`src/rtl/snn_defs_pkg.sv`:
```
// Shared SNN readout definitions: default widths, FP16 spike encodings and FSM state encoding.
package snn_defs_pkg;

    localparam int DEF_ADDR_W = 14;
    localparam int DEF_DIM_W  = 10;
    localparam int DEF_CNT_W  = 16;

    localparam logic [15:0] FP16_ONE     = 16'h3C00;
    localparam logic [15:0] FP16_NEG_ONE = 16'hBC00;

    typedef enum logic [2:0] {
        ST_IDLE   = 3'd0,
        ST_INIT   = 3'd1,
        ST_RUN    = 3'd2,
        ST_DRAIN  = 3'd3,
        ST_FINISH = 3'd4
    } state_t;

    // Any non-zero magnitude is a spike, so integer 1 and FP16 +/-1.0 both count; +/-0 does not.
    function automatic logic is_spike(input logic [15:0] word);
        return (word & 16'h7FFF) != 16'h0000;
    endfunction

endpackage

```
`src/rtl/argmax_tracker.sv`:
```
// Running argmax: keeps the first index holding the strictly largest value seen since clear.
module argmax_tracker #(
    parameter int IDX_W = 10,
    parameter int VAL_W = 16
) (
    input  logic             clk,
    input  logic             reset,
    input  logic             clear,
    input  logic             valid,
    input  logic [IDX_W-1:0] idx,
    input  logic [VAL_W-1:0] value,
    output logic [IDX_W-1:0] best_idx,
    output logic [VAL_W-1:0] best_value
);

    logic [IDX_W-1:0] best_idx_q, best_idx_d;
    logic [VAL_W-1:0] best_value_q, best_value_d;

    always_comb begin
        best_idx_d   = best_idx_q;
        best_value_d = best_value_q;
        if (clear) begin
            best_idx_d   = '0;
            best_value_d = '0;
        end else if (valid && (value > best_value_q)) begin
            best_idx_d   = idx;
            best_value_d = value;
        end
    end

    always_ff @(posedge clk) begin
        if (reset) begin
            best_idx_q   <= '0;
            best_value_q <= '0;
        end else begin
            best_idx_q   <= best_idx_d;
            best_value_q <= best_value_d;
        end
    end

    assign best_idx   = best_idx_q;
    assign best_value = best_value_q;

endmodule

```
`src/rtl/spike_count_argmax.sv`:
```
// Streams a neuron-major spike matrix from RAM, counts spikes per neuron and reports the argmax.
// Optional per-neuron count writeback is enabled by defining COUNT_WRITEBACK_EN.
module spike_count_argmax
    import snn_defs_pkg::*;
#(
    parameter int ADDR_W = DEF_ADDR_W,
    parameter int DIM_W  = DEF_DIM_W,
    parameter int CNT_W  = DEF_CNT_W
) (
    input  logic              clk,
    input  logic              reset,
    input  logic              start,
    output logic              done,
    input  logic [ADDR_W-1:0] src_start_address,
    output logic [ADDR_W-1:0] src_address,
    input  logic [15:0]       src_readdata,
    output logic              src_write_en,
    input  logic [DIM_W-1:0]  num_neurons,
    input  logic [DIM_W-1:0]  num_steps,
    input  logic [ADDR_W-1:0] dest_start_address,
    output logic [ADDR_W-1:0] dest_address,
    output logic [15:0]       dest_writedata,
    output logic              dest_write_en,
    output logic [DIM_W-1:0]  winner,
    output logic [CNT_W-1:0]  winner_count
);

    state_t            state_q, state_d;
    logic              done_q, done_d;
    logic [ADDR_W-1:0] src_address_q, src_address_d;
    logic [DIM_W-1:0]  step_q, step_d;
    logic [DIM_W-1:0]  neuron_q, neuron_d;
    logic [CNT_W-1:0]  cnt_q, cnt_d;
    logic              tag_valid_q, tag_valid_d;
    logic              tag_last_q, tag_last_d;
    logic [DIM_W-1:0]  tag_idx_q, tag_idx_d;
    logic [DIM_W-1:0]  winner_q, winner_d;
    logic [CNT_W-1:0]  winner_count_q, winner_count_d;

    logic              last_step, last_issue, tracker_clear, final_datum;
    logic [CNT_W-1:0]  cnt_sum;
    logic [DIM_W-1:0]  best_idx;
    logic [CNT_W-1:0]  best_value;

    assign last_step   = (step_q == num_steps - DIM_W'(1));
    assign last_issue  = last_step && (neuron_q == num_neurons - DIM_W'(1));
    assign final_datum = tag_valid_q && tag_last_q;
    assign cnt_sum     = (is_spike(src_readdata) && (cnt_q != '1)) ? cnt_q + CNT_W'(1) : cnt_q;

    // NOTE: every always_comb output gets a default first so no path leaves it unassigned (no latch).
    always_comb begin
        state_d = state_q;
        case (state_q)
            ST_IDLE:   if (start) state_d = ST_INIT;
            ST_INIT:   state_d = (num_neurons == '0 || num_steps == '0) ? ST_FINISH : ST_RUN;
            ST_RUN:    if (last_issue) state_d = ST_DRAIN;
            ST_DRAIN:  state_d = ST_FINISH;
            ST_FINISH: state_d = ST_IDLE;
            default:   state_d = ST_IDLE;
        endcase
    end

    always_comb begin
        done_d         = done_q;
        src_address_d  = src_address_q;
        step_d         = step_q;
        neuron_d       = neuron_q;
        tag_valid_d    = 1'b0;
        tag_last_d     = 1'b0;
        tag_idx_d      = tag_idx_q;
        winner_d       = winner_q;
        winner_count_d = winner_count_q;
        tracker_clear  = 1'b0;
        cnt_d          = cnt_q;

        // Data trails its address by one cycle, so accumulation keys off the delayed tag.
        if (tag_valid_q) cnt_d = tag_last_q ? '0 : cnt_sum;

        case (state_q)
            ST_IDLE: if (start) done_d = 1'b0;
            ST_INIT: begin
                src_address_d = src_start_address;
                step_d        = '0;
                neuron_d      = '0;
                cnt_d         = '0;
                tracker_clear = 1'b1;
            end
            ST_RUN: begin
                src_address_d = src_address_q + ADDR_W'(1);
                tag_valid_d   = 1'b1;
                tag_last_d    = last_step;
                tag_idx_d     = neuron_q;
                step_d        = last_step ? '0 : step_q + DIM_W'(1);
                neuron_d      = last_step ? neuron_q + DIM_W'(1) : neuron_q;
            end
            ST_FINISH: begin
                winner_d       = best_idx;
                winner_count_d = best_value;
                done_d         = 1'b1;
            end
            default: ;
        endcase
    end

    // NOTE: sequential state uses non-blocking assignments so every flop samples pre-edge values.
    always_ff @(posedge clk) begin
        if (reset) begin
            state_q        <= ST_IDLE;
            done_q         <= 1'b1;
            src_address_q  <= src_start_address;
            step_q         <= '0;
            neuron_q       <= '0;
            cnt_q          <= '0;
            tag_valid_q    <= 1'b0;
            tag_last_q     <= 1'b0;
            tag_idx_q      <= '0;
            winner_q       <= '0;
            winner_count_q <= '0;
        end else begin
            state_q        <= state_d;
            done_q         <= done_d;
            src_address_q  <= src_address_d;
            step_q         <= step_d;
            neuron_q       <= neuron_d;
            cnt_q          <= cnt_d;
            tag_valid_q    <= tag_valid_d;
            tag_last_q     <= tag_last_d;
            tag_idx_q      <= tag_idx_d;
            winner_q       <= winner_d;
            winner_count_q <= winner_count_d;
        end
    end

    argmax_tracker #(.IDX_W(DIM_W), .VAL_W(CNT_W)) u_argmax (
        .clk        (clk),
        .reset      (reset),
        .clear      (tracker_clear),
        .valid      (final_datum),
        .idx        (tag_idx_q),
        .value      (cnt_sum),
        .best_idx   (best_idx),
        .best_value (best_value)
    );

`ifdef COUNT_WRITEBACK_EN
    logic [ADDR_W-1:0] dest_address_q, dest_address_d;
    logic [15:0]       dest_writedata_q, dest_writedata_d;
    logic              dest_write_en_q, dest_write_en_d;

    always_comb begin
        dest_address_d   = dest_address_q;
        dest_writedata_d = dest_writedata_q;
        dest_write_en_d  = final_datum;
        if (final_datum) begin
            dest_address_d   = dest_start_address + ADDR_W'(tag_idx_q);
            dest_writedata_d = 16'(cnt_sum);
        end
    end

    always_ff @(posedge clk) begin
        if (reset) begin
            dest_address_q   <= dest_start_address;
            dest_writedata_q <= '0;
            dest_write_en_q  <= 1'b0;
        end else begin
            dest_address_q   <= dest_address_d;
            dest_writedata_q <= dest_writedata_d;
            dest_write_en_q  <= dest_write_en_d;
        end
    end

    assign dest_address   = dest_address_q;
    assign dest_writedata = dest_writedata_q;
    assign dest_write_en  = dest_write_en_q;
`else
    assign dest_address   = dest_start_address;
    assign dest_writedata = '0;
    assign dest_write_en  = 1'b0;
`endif

    assign done         = done_q;
    assign src_address  = src_address_q;
    assign src_write_en = 1'b0;
    assign winner       = winner_q;
    assign winner_count = winner_count_q;

endmodule

```
`config.mk`:
```
export PLATFORM = sky130hd
export DESIGN_NAME = spike_count_argmax
export DESIGN_NICKNAME = d
export VERILOG_FILES = /design/src/rtl/snn_defs_pkg.sv /design/src/rtl/argmax_tracker.sv /design/src/rtl/spike_count_argmax.sv
export SDC_FILE = /design/constraint.sdc
export NUM_CORES = 1
export LEC_CHECK = 0
export ABC_CLOCK_PERIOD_IN_PS = 5200
export CAP_MARGIN = 20
export CORE_MARGIN = 2
export CORE_UTILIZATION = 53
export CTS_CLUSTER_DIAMETER = 80
export CTS_CLUSTER_SIZE = 40
export DETAILED_ROUTE_END_ITERATION = 8
export PLACE_DENSITY = 0.82
export SLEW_MARGIN = 20
export SYNTH_ARGS = -nofsm -noshare
export SYNTH_HDL_FRONTEND = slang
export SYNTH_HIERARCHICAL = 1
export SYNTH_SLANG_ARGS = --single-unit
```
`constraint.sdc`:
```
create_clock -name clk -period 5.2 [get_ports clk]
set_clock_uncertainty 0.1 [all_clocks]
set_input_delay 1.56 -clock clk [delete_from_list [all_inputs] [get_ports clk]]
set_output_delay 1.56 -clock clk [all_outputs]
set_load 0.05 [all_outputs]
```
==> flow_summary.ini, run 1 <==
[setup_path]
critPathSlowestCell = o41a_1
cp_top_family = simple AND/OR/NAND/NOR gates
worst_r2r_startpoint = cnt_q[2]
worst_setup_sp_type = input port
critPathLaunch = src_readdata[2]
cp.arrival_ns = 4.83
crit_path_max_incr_delay_ns = 0.46
path_max_fanout = 20
timing.reg2reg.setup_slack_ns = 1.06
worstSetupEndpointType = flop
cp_cell_sequence = clkdlybuf4s50_1 > nor4_1 > nand4_1 > o41ai_2 > nor2_1 > nand2_1 > xnor2_1 > ha_1 > nand4_4 > o41a_1 > buf_4 > nand3_1 > o221ai_2
timing.critical_path.required_ns = 5.39
crit_type = in2reg
path_buf_inv = 2

[synthesis]
avg_inst_size_synth_um2 = 8.05
ys_seq_elements = 118
netlist.top_cell.by_area = dfxtp_1
largest_cells_by_area_after_synthesis = dfxtp_1 29%, nand2_1 6.9%, edfxtp_1 5.8%
synth_seq_area_share = 0.347
async_flop_share = 0
synth.cell_area_mm2 = 0.00720
count_of_synthesis_stage_warnings_from_yosys = 6
synth_enable_flop_cells = 14
synth_top_flop_cell = dfxtp_1
postSynthCellCount = 895
synth.distinct_cells = 70
yosysTopAreaCellShare = 0.289

[placement]
place.gp.congestion = 0.861
dp_hpwl_um = 11800
place_worst_setup_slack_ns = 0.135
placement.io_buffers = 92

[clock_network]
htreeDepth = 4
cts_made_buffers = 17
holdBufCountCts = 0
clk-insertion-delay-late_ns = 0.42
cts-root-buf = clkbuf_16
clock_tree_from_tritoncts = done
clock_slew_seen_by_the_registers_of_the_worst_setup_and_hold_paths_ns = 0.06
clkSinkCount = 118
cts_repair_resize_count = 0
number_of_buffers_on_the_longest_clock_path = 2
cts_setup_buffers = 0

[die]
floorplan_die_width_um = 121
core_region_area_mm2 = 0.0132
start_util = 0.544
die_area_mm2 = 0.0145
floorplan.rows = 42
dieHeight_um = 121
io-pin-count = 140

[timing]
worst_pin_slew_ns = 1.07
totalNegativeSetupSlack_ns = 0
period_minus_slack_ns = 4.63
setup_viol = 0
rsz_0062_raised_after_global_routing = no
post-route-worst-setup-slack_ns = 0.567
slew-limit-headroom = 0.287
report.final.hold_viol_count = 0
fmax_mhz = 216
maxSlewViolCount = 0
finalCritPeriodShare = 0.891

[worst_hold_path]
hp-start = winner_count[12]
holdCritPathClass = reg2reg

[grt]
grt_pass1_wl_um = 29300
gr-total-overflow = 0
first_global_vias = 6267
grt_util_all_layers = 0.248
initial_antenna_violation_count = 0
grt_max_degree = 56

[final_layout]
layout_filler_cell_count = 1140
layout.area.seq_mm2 = 0.00250
synthToLayoutAreaGrowth_pct = 20.8
nNetsFinal = 1038
diodes = 0
layout-drive-gt1-share = 0.0917
area_taken_by_multi_input_logic_gates_mm2 = 0.00418

[run]
maxCapViolCount = 0

[pwr]
report.power.total_mw = 2.43
power.leakage_nw = 3.13
cellPowerDensity_mw_per_mm2 = 279
vdd.ir_drop.worst_uv = 218

[outcome]
status = complete, no violations

[detailed_routing]
ant_nets = 0
drt_iter0_drc = 521
dr_total_vias = 6593
vias_per_cell = 5.80
dr.pass1.iters = 5
routedWlPerCell_um = 15.2
detail_route.drc_violations = 0
totalWireLength_um = 17300
## metal layers
| metal | wire length (um) | share of wire | vias to the layer above | GRT usage |
|---|---|---|---|---|
| met1 | 7590 | 0.44 | 3087 | 0.312 |
| met2 | 8510 | 0.49 | 194 | 0.415 |
| met3 | 807 | 0.047 | 35 | 0.0533 |
| met4 | 399 | 0.023 | 0 | 0.0996 |
| met5 | 0 | 0 | - | 0 |
| li1 | - | - | 3277 | - |
## cell families (layout without fill, tap and decap cells)
logic type                 Yosys count  count (layout)  synth area share
adders and majority gates           24              24            0.0417
and+or+nand+nor                    396             396             0.281
DFF                                118             118             0.347
muxes                                2               2           0.00278
xor gates and xnor gates            55              55            0.0669
buffers and inverters              121             169            0.0846
AOI/OAI and AO/OA                  178             178             0.175
other                                1              18          0.000521
## where the power goes
| part | switching [mW] | leakage [nW] | internal (mW) | total [mW] |
|---|---|---|---|---|
| logic | 0.175 | 1.86 | 0.0940 | 0.269 |
| registers | 0.0167 | 0.978 | 0.941 | 0.957 |
| clock network | 0.422 | 0.297 | 0.779 | 1.20 |
| total | 0.613 | 3.13 | 1.81 | 2.43 |
## stage by stage
stage                     cells  hold WS, ns   util  instance area [um^2]
after floorplan             912        0.332      -                  7270
after global placement     1103        0.342  0.608                  8060
after detailed placement   1103        0.346  0.608                  8060
after CTS                  1135        0.354  0.656                  8680
after global routing       1136        0.365  0.657                  8700
final                      1136        0.351  0.657                  8700
## layout make-up
class,instances,share of cell area
multi-input cells,673,0.480
inverters,30,0.0129
flip-flops and latches,118,0.288
repair buffers,107,0.122
clock buffers,24,0.0625
clock inverters,8,0.00949
well taps,176,0.0253
## cells in the mapped netlist (2+ instances only)
master and instances:
a21o_1 2, a21oi_1 62, a22oi_1 8, a31oi_1 17, and2_1 8, and3_1 7, and4_1 3, buf_2 7
buf_4 33, buf_6 3, clkbuf_1 47, dfxtp_1 104, edfxtp_1 14, ha_1 24, inv_1 29, mux2i_1 2
nand2_1 133, nand2b_1 5, nand3_1 64, nand3b_1 7, nand4_1 44, nand4b_1 2, nor2_1 57, nor2b_1 3
nor3_1 10, nor3_2 2, nor4_1 20, nor4b_1 2, o211ai_1 6, o211ai_2 9, o21ai_0 42, o221ai_2 11
o31ai_1 4, or2_2 2, or3_1 11, or4_1 4, xnor2_1 22, xor2_1 33
## sequential cells by signal (all words and copies together), names as in the netlist
signal and flops:
neuron_q 10, done 1, tag_idx_q 10, winner_count 16, step_q 10, state_q 3
cnt_q 16, tag_last_q 1, tag_valid_q 1, u_argmax/best_idx 10, src_address 14, winner 10
u_argmax/best_value 16
## final timing paths
path	to	cells past startpoint
hold reg to reg	winner_count[12]	2
setup / recovery	u_argmax/best_idx[3]	13
setup reg to reg	u_argmax/best_idx[3]	12
hold / removal	winner_count[12]	2
## worst min-delay path, cell delays in order, from the launching register on
cell and delay (ns):
dfxtp_1 0.30, nand2_1 0.05, a21oi_1 0.05
## placed cells by master (no fill, tap or decap), types with 17 or more instances in the layout
cell type	n
a21oi_1	62
a31oi_1	17
clkbuf_16	19
clkdlybuf4s50_1	91
conb_1	18
dfxtp_1	104
ha_1	24
inv_1	29
nand2_1	133
nand3_1	64
nand4_1	44
nor2_1	56
nor4_1	20
o21ai_0	42
xnor2_1	22
xor2_1	33
(Power assumes the default switching activity.)
==> inputs of run 2 (changes only) <==
--- a/config.mk
+++ b/config.mk
@@ -6,13 +6,12 @@
 export NUM_CORES = 1
 export LEC_CHECK = 0
 export ABC_CLOCK_PERIOD_IN_PS = 5200
-export CAP_MARGIN = 20
 export CORE_MARGIN = 2
 export CORE_UTILIZATION = 53
 export CTS_CLUSTER_DIAMETER = 80
 export CTS_CLUSTER_SIZE = 40
 export DETAILED_ROUTE_END_ITERATION = 8
-export PLACE_DENSITY = 0.82
+export PLACE_DENSITY = 0.9
 export SLEW_MARGIN = 20
 export SYNTH_ARGS = -nofsm -noshare
 export SYNTH_HDL_FRONTEND = slang
==> run 2 against run 1 <==
Effect of this change:
- sequential share of layout area up 0.058 points
- critical endpoint is now u_argmax/best_idx[1]
- global-route usage up 0.24 points
- largest cell class unchanged
- wire length up 1.7%
- non-clock buffer count up 2
- critical path depth unchanged
- final cell count about the same
- die area unchanged
==> flow_summary.ini, run 2 (synthesis results as in run 1) <==
[setup_path]
crit_path_capture = u_argmax/best_idx[1]
worst_setup_sp_type = input port
timing.reg2reg.setup_slack_ns = 1.00
critPathSlowestCell = o41a_1
critPathLaunch = src_readdata[6]
cp.arrival_ns = 4.98
rr_worst_depth = 12
worstSetupEndpointType = flop
cp_cell_sequence = clkdlybuf4s50_1 > nor4_1 > nand4_1 > o41ai_2 > nor2_1 > nand4_1 > xnor2_1 > ha_1 > nand4_1 > o41a_1 > buf_4 > nand3_1 > o221ai_2
timing.critical_path.required_ns = 5.39
crit_path_max_incr_delay_ns = 0.46
worst_r2r_startpoint = cnt_q[2]
path_max_fanout = 31
crit_top_cell = nand4_1
r2r-end = u_argmax/best_idx[1]
crit_type = in2reg

[timing]
maxSlewViolCount = 0
period_minus_slack_ns = 4.79
post-route-worst-setup-slack_ns = 0.413
setup_viol = 0
fmax_mhz = 209
finalCritPeriodShare = 0.921
rsz_0062_raised_after_global_routing = no
report.final.hold_viol_count = 0
slew-limit-headroom = 0.331
totalNegativeSetupSlack_ns = 0
worst_pin_slew_ns = 1.00

[final_layout]
utilization = 0.656
layout_filler_cell_count = 1075
mostFrequentLayoutCell = nand2_1
synthToLayoutAreaGrowth_pct = 20.6
diodes = 0
layout.cells.most_common_list = 133 x nand2_1, 104 x dfxtp_1, 91 x clkdlybuf4s50_1
layout-drive-gt1-share = 0.0916
nNetsFinal = 1040
layout.cells.non_filler = 1137

[clock_network]
number_of_buffers_on_the_longest_clock_path = 2
clkSinkCount = 118
cts_setup_buffers = 0
cts_repair_resize_count = 0
cts_made_buffers = 17
cts-root-buf = clkbuf_16
clk-insertion-delay-late_ns = 0.42
htreeDepth = 4
holdBufCountCts = 0
clock_tree_from_tritoncts = done
clock_slew_seen_by_the_registers_of_the_worst_setup_and_hold_paths_ns = 0.05

[detailed_routing]
ant_nets = 0
drt_iter0_drc = 722
dr_total_vias = 6703
detail_route.drc_violations = 0
routedWlPerCell_um = 15.5
totalWireLength_um = 17600
vias_per_cell = 5.90
dr.pass1.iters = 5

[die]
die_area_mm2 = 0.0145
core_region_area_mm2 = 0.0132
dieHeight_um = 121
floorplan_die_width_um = 121
io-pin-count = 140
floorplan.rows = 42
start_util = 0.544

[placement]
dp_hpwl_um = 11700
place.gp.congestion = 0.859
placement.io_buffers = 92
place_worst_setup_slack_ns = 0.0292
dpl.cell_count = 1106

[pwr]
power.leakage_nw = 3.15
vdd.ir_drop.worst_uv = 205
cellPowerDensity_mw_per_mm2 = 280

[grt]
grt_max_degree = 38
grt_pass1_wl_um = 29700
grt_util_all_layers = 0.251
initial_antenna_violation_count = 0
first_global_vias = 6198
gr-total-overflow = 0

[run]
maxCapViolCount = 0

[worst_hold_path]
holdCritPathClass = reg2reg

[outcome]
status = complete, no violations
[run 2: layer usage]
layer  global-route usage  part of all wire  wire length [um]  vias up
met1                0.317              0.42              7390     3107
met3               0.0599             0.060              1070       50
met5                    0                 0                 0        -
li1                     -                 -                 -     3287
met4                0.107             0.030               529        0
met2                0.409              0.49              8620      259
[run 2: cell type report]
| class | instances | area, um^2 | area share |
|---|---|---|---|
| clock buffers | 24 | 524 | 0.0604 |
| clock inverters | 7 | 88.8 | 0.0102 |
| inverters | 30 | 113 | 0.0130 |
| multi-input cells | 673 | 4180 | 0.481 |
| flip-flops and latches | 118 | 2500 | 0.288 |
| well taps | 176 | 220 | 0.0254 |
| repair buffers | 109 | 1060 | 0.122 |
[run 2: how the worst min path moves through the flow]
| stage | startpoint | to | slack (ns) | cells past startpoint |
|---|---|---|---|---|
| floorplan | u_argmax/best_idx[0] | winner[0] | 0.33 | 2 |
| global placement | winner_count[0] | winner_count[0] | 0.34 | 2 |
| detailed placement | winner_count[0] | winner_count[0] | 0.35 | 2 |
| CTS | winner_count[0] | winner_count[0] | 0.35 | 2 |
| global route | winner_count[0] | winner_count[0] | 0.37 | 2 |
| finish | winner_count[0] | winner_count[0] | 0.35 | 2 |
[run 2: power by group]
| group | leakage [nW] | total [mW] | internal [mW] | switching, mW |
|---|---|---|---|---|
| clock network | 0.306 | 1.20 | 0.795 | 0.406 |
| logic | 1.86 | 0.269 | 0.0935 | 0.175 |
| registers | 0.978 | 0.959 | 0.941 | 0.0178 |
| total | 3.15 | 2.43 | 1.83 | 0.599 |
[run 2: stage by stage]
step	total power, mW	area [um^2]	hold slack (ns)
after floorplan	1.19	7270	0.332
after global placement	1.24	8070	0.342
after detailed placement	1.24	8070	0.346
after CTS	2.44	8680	0.353
after global routing	2.51	8690	0.374
final	2.43	8690	0.351
[run 2: critical path: cells and delay by family]
family | cells | cell delay (ns)
AND/OR/NAND/NOR | 6 | 1.50
AO/OA/AOI/OAI | 3 | 0.75
buffers and inverters | 2 | 0.67
adder cells (fa/ha/maj) | 1 | 0.33
XOR/XNOR | 1 | 0.14
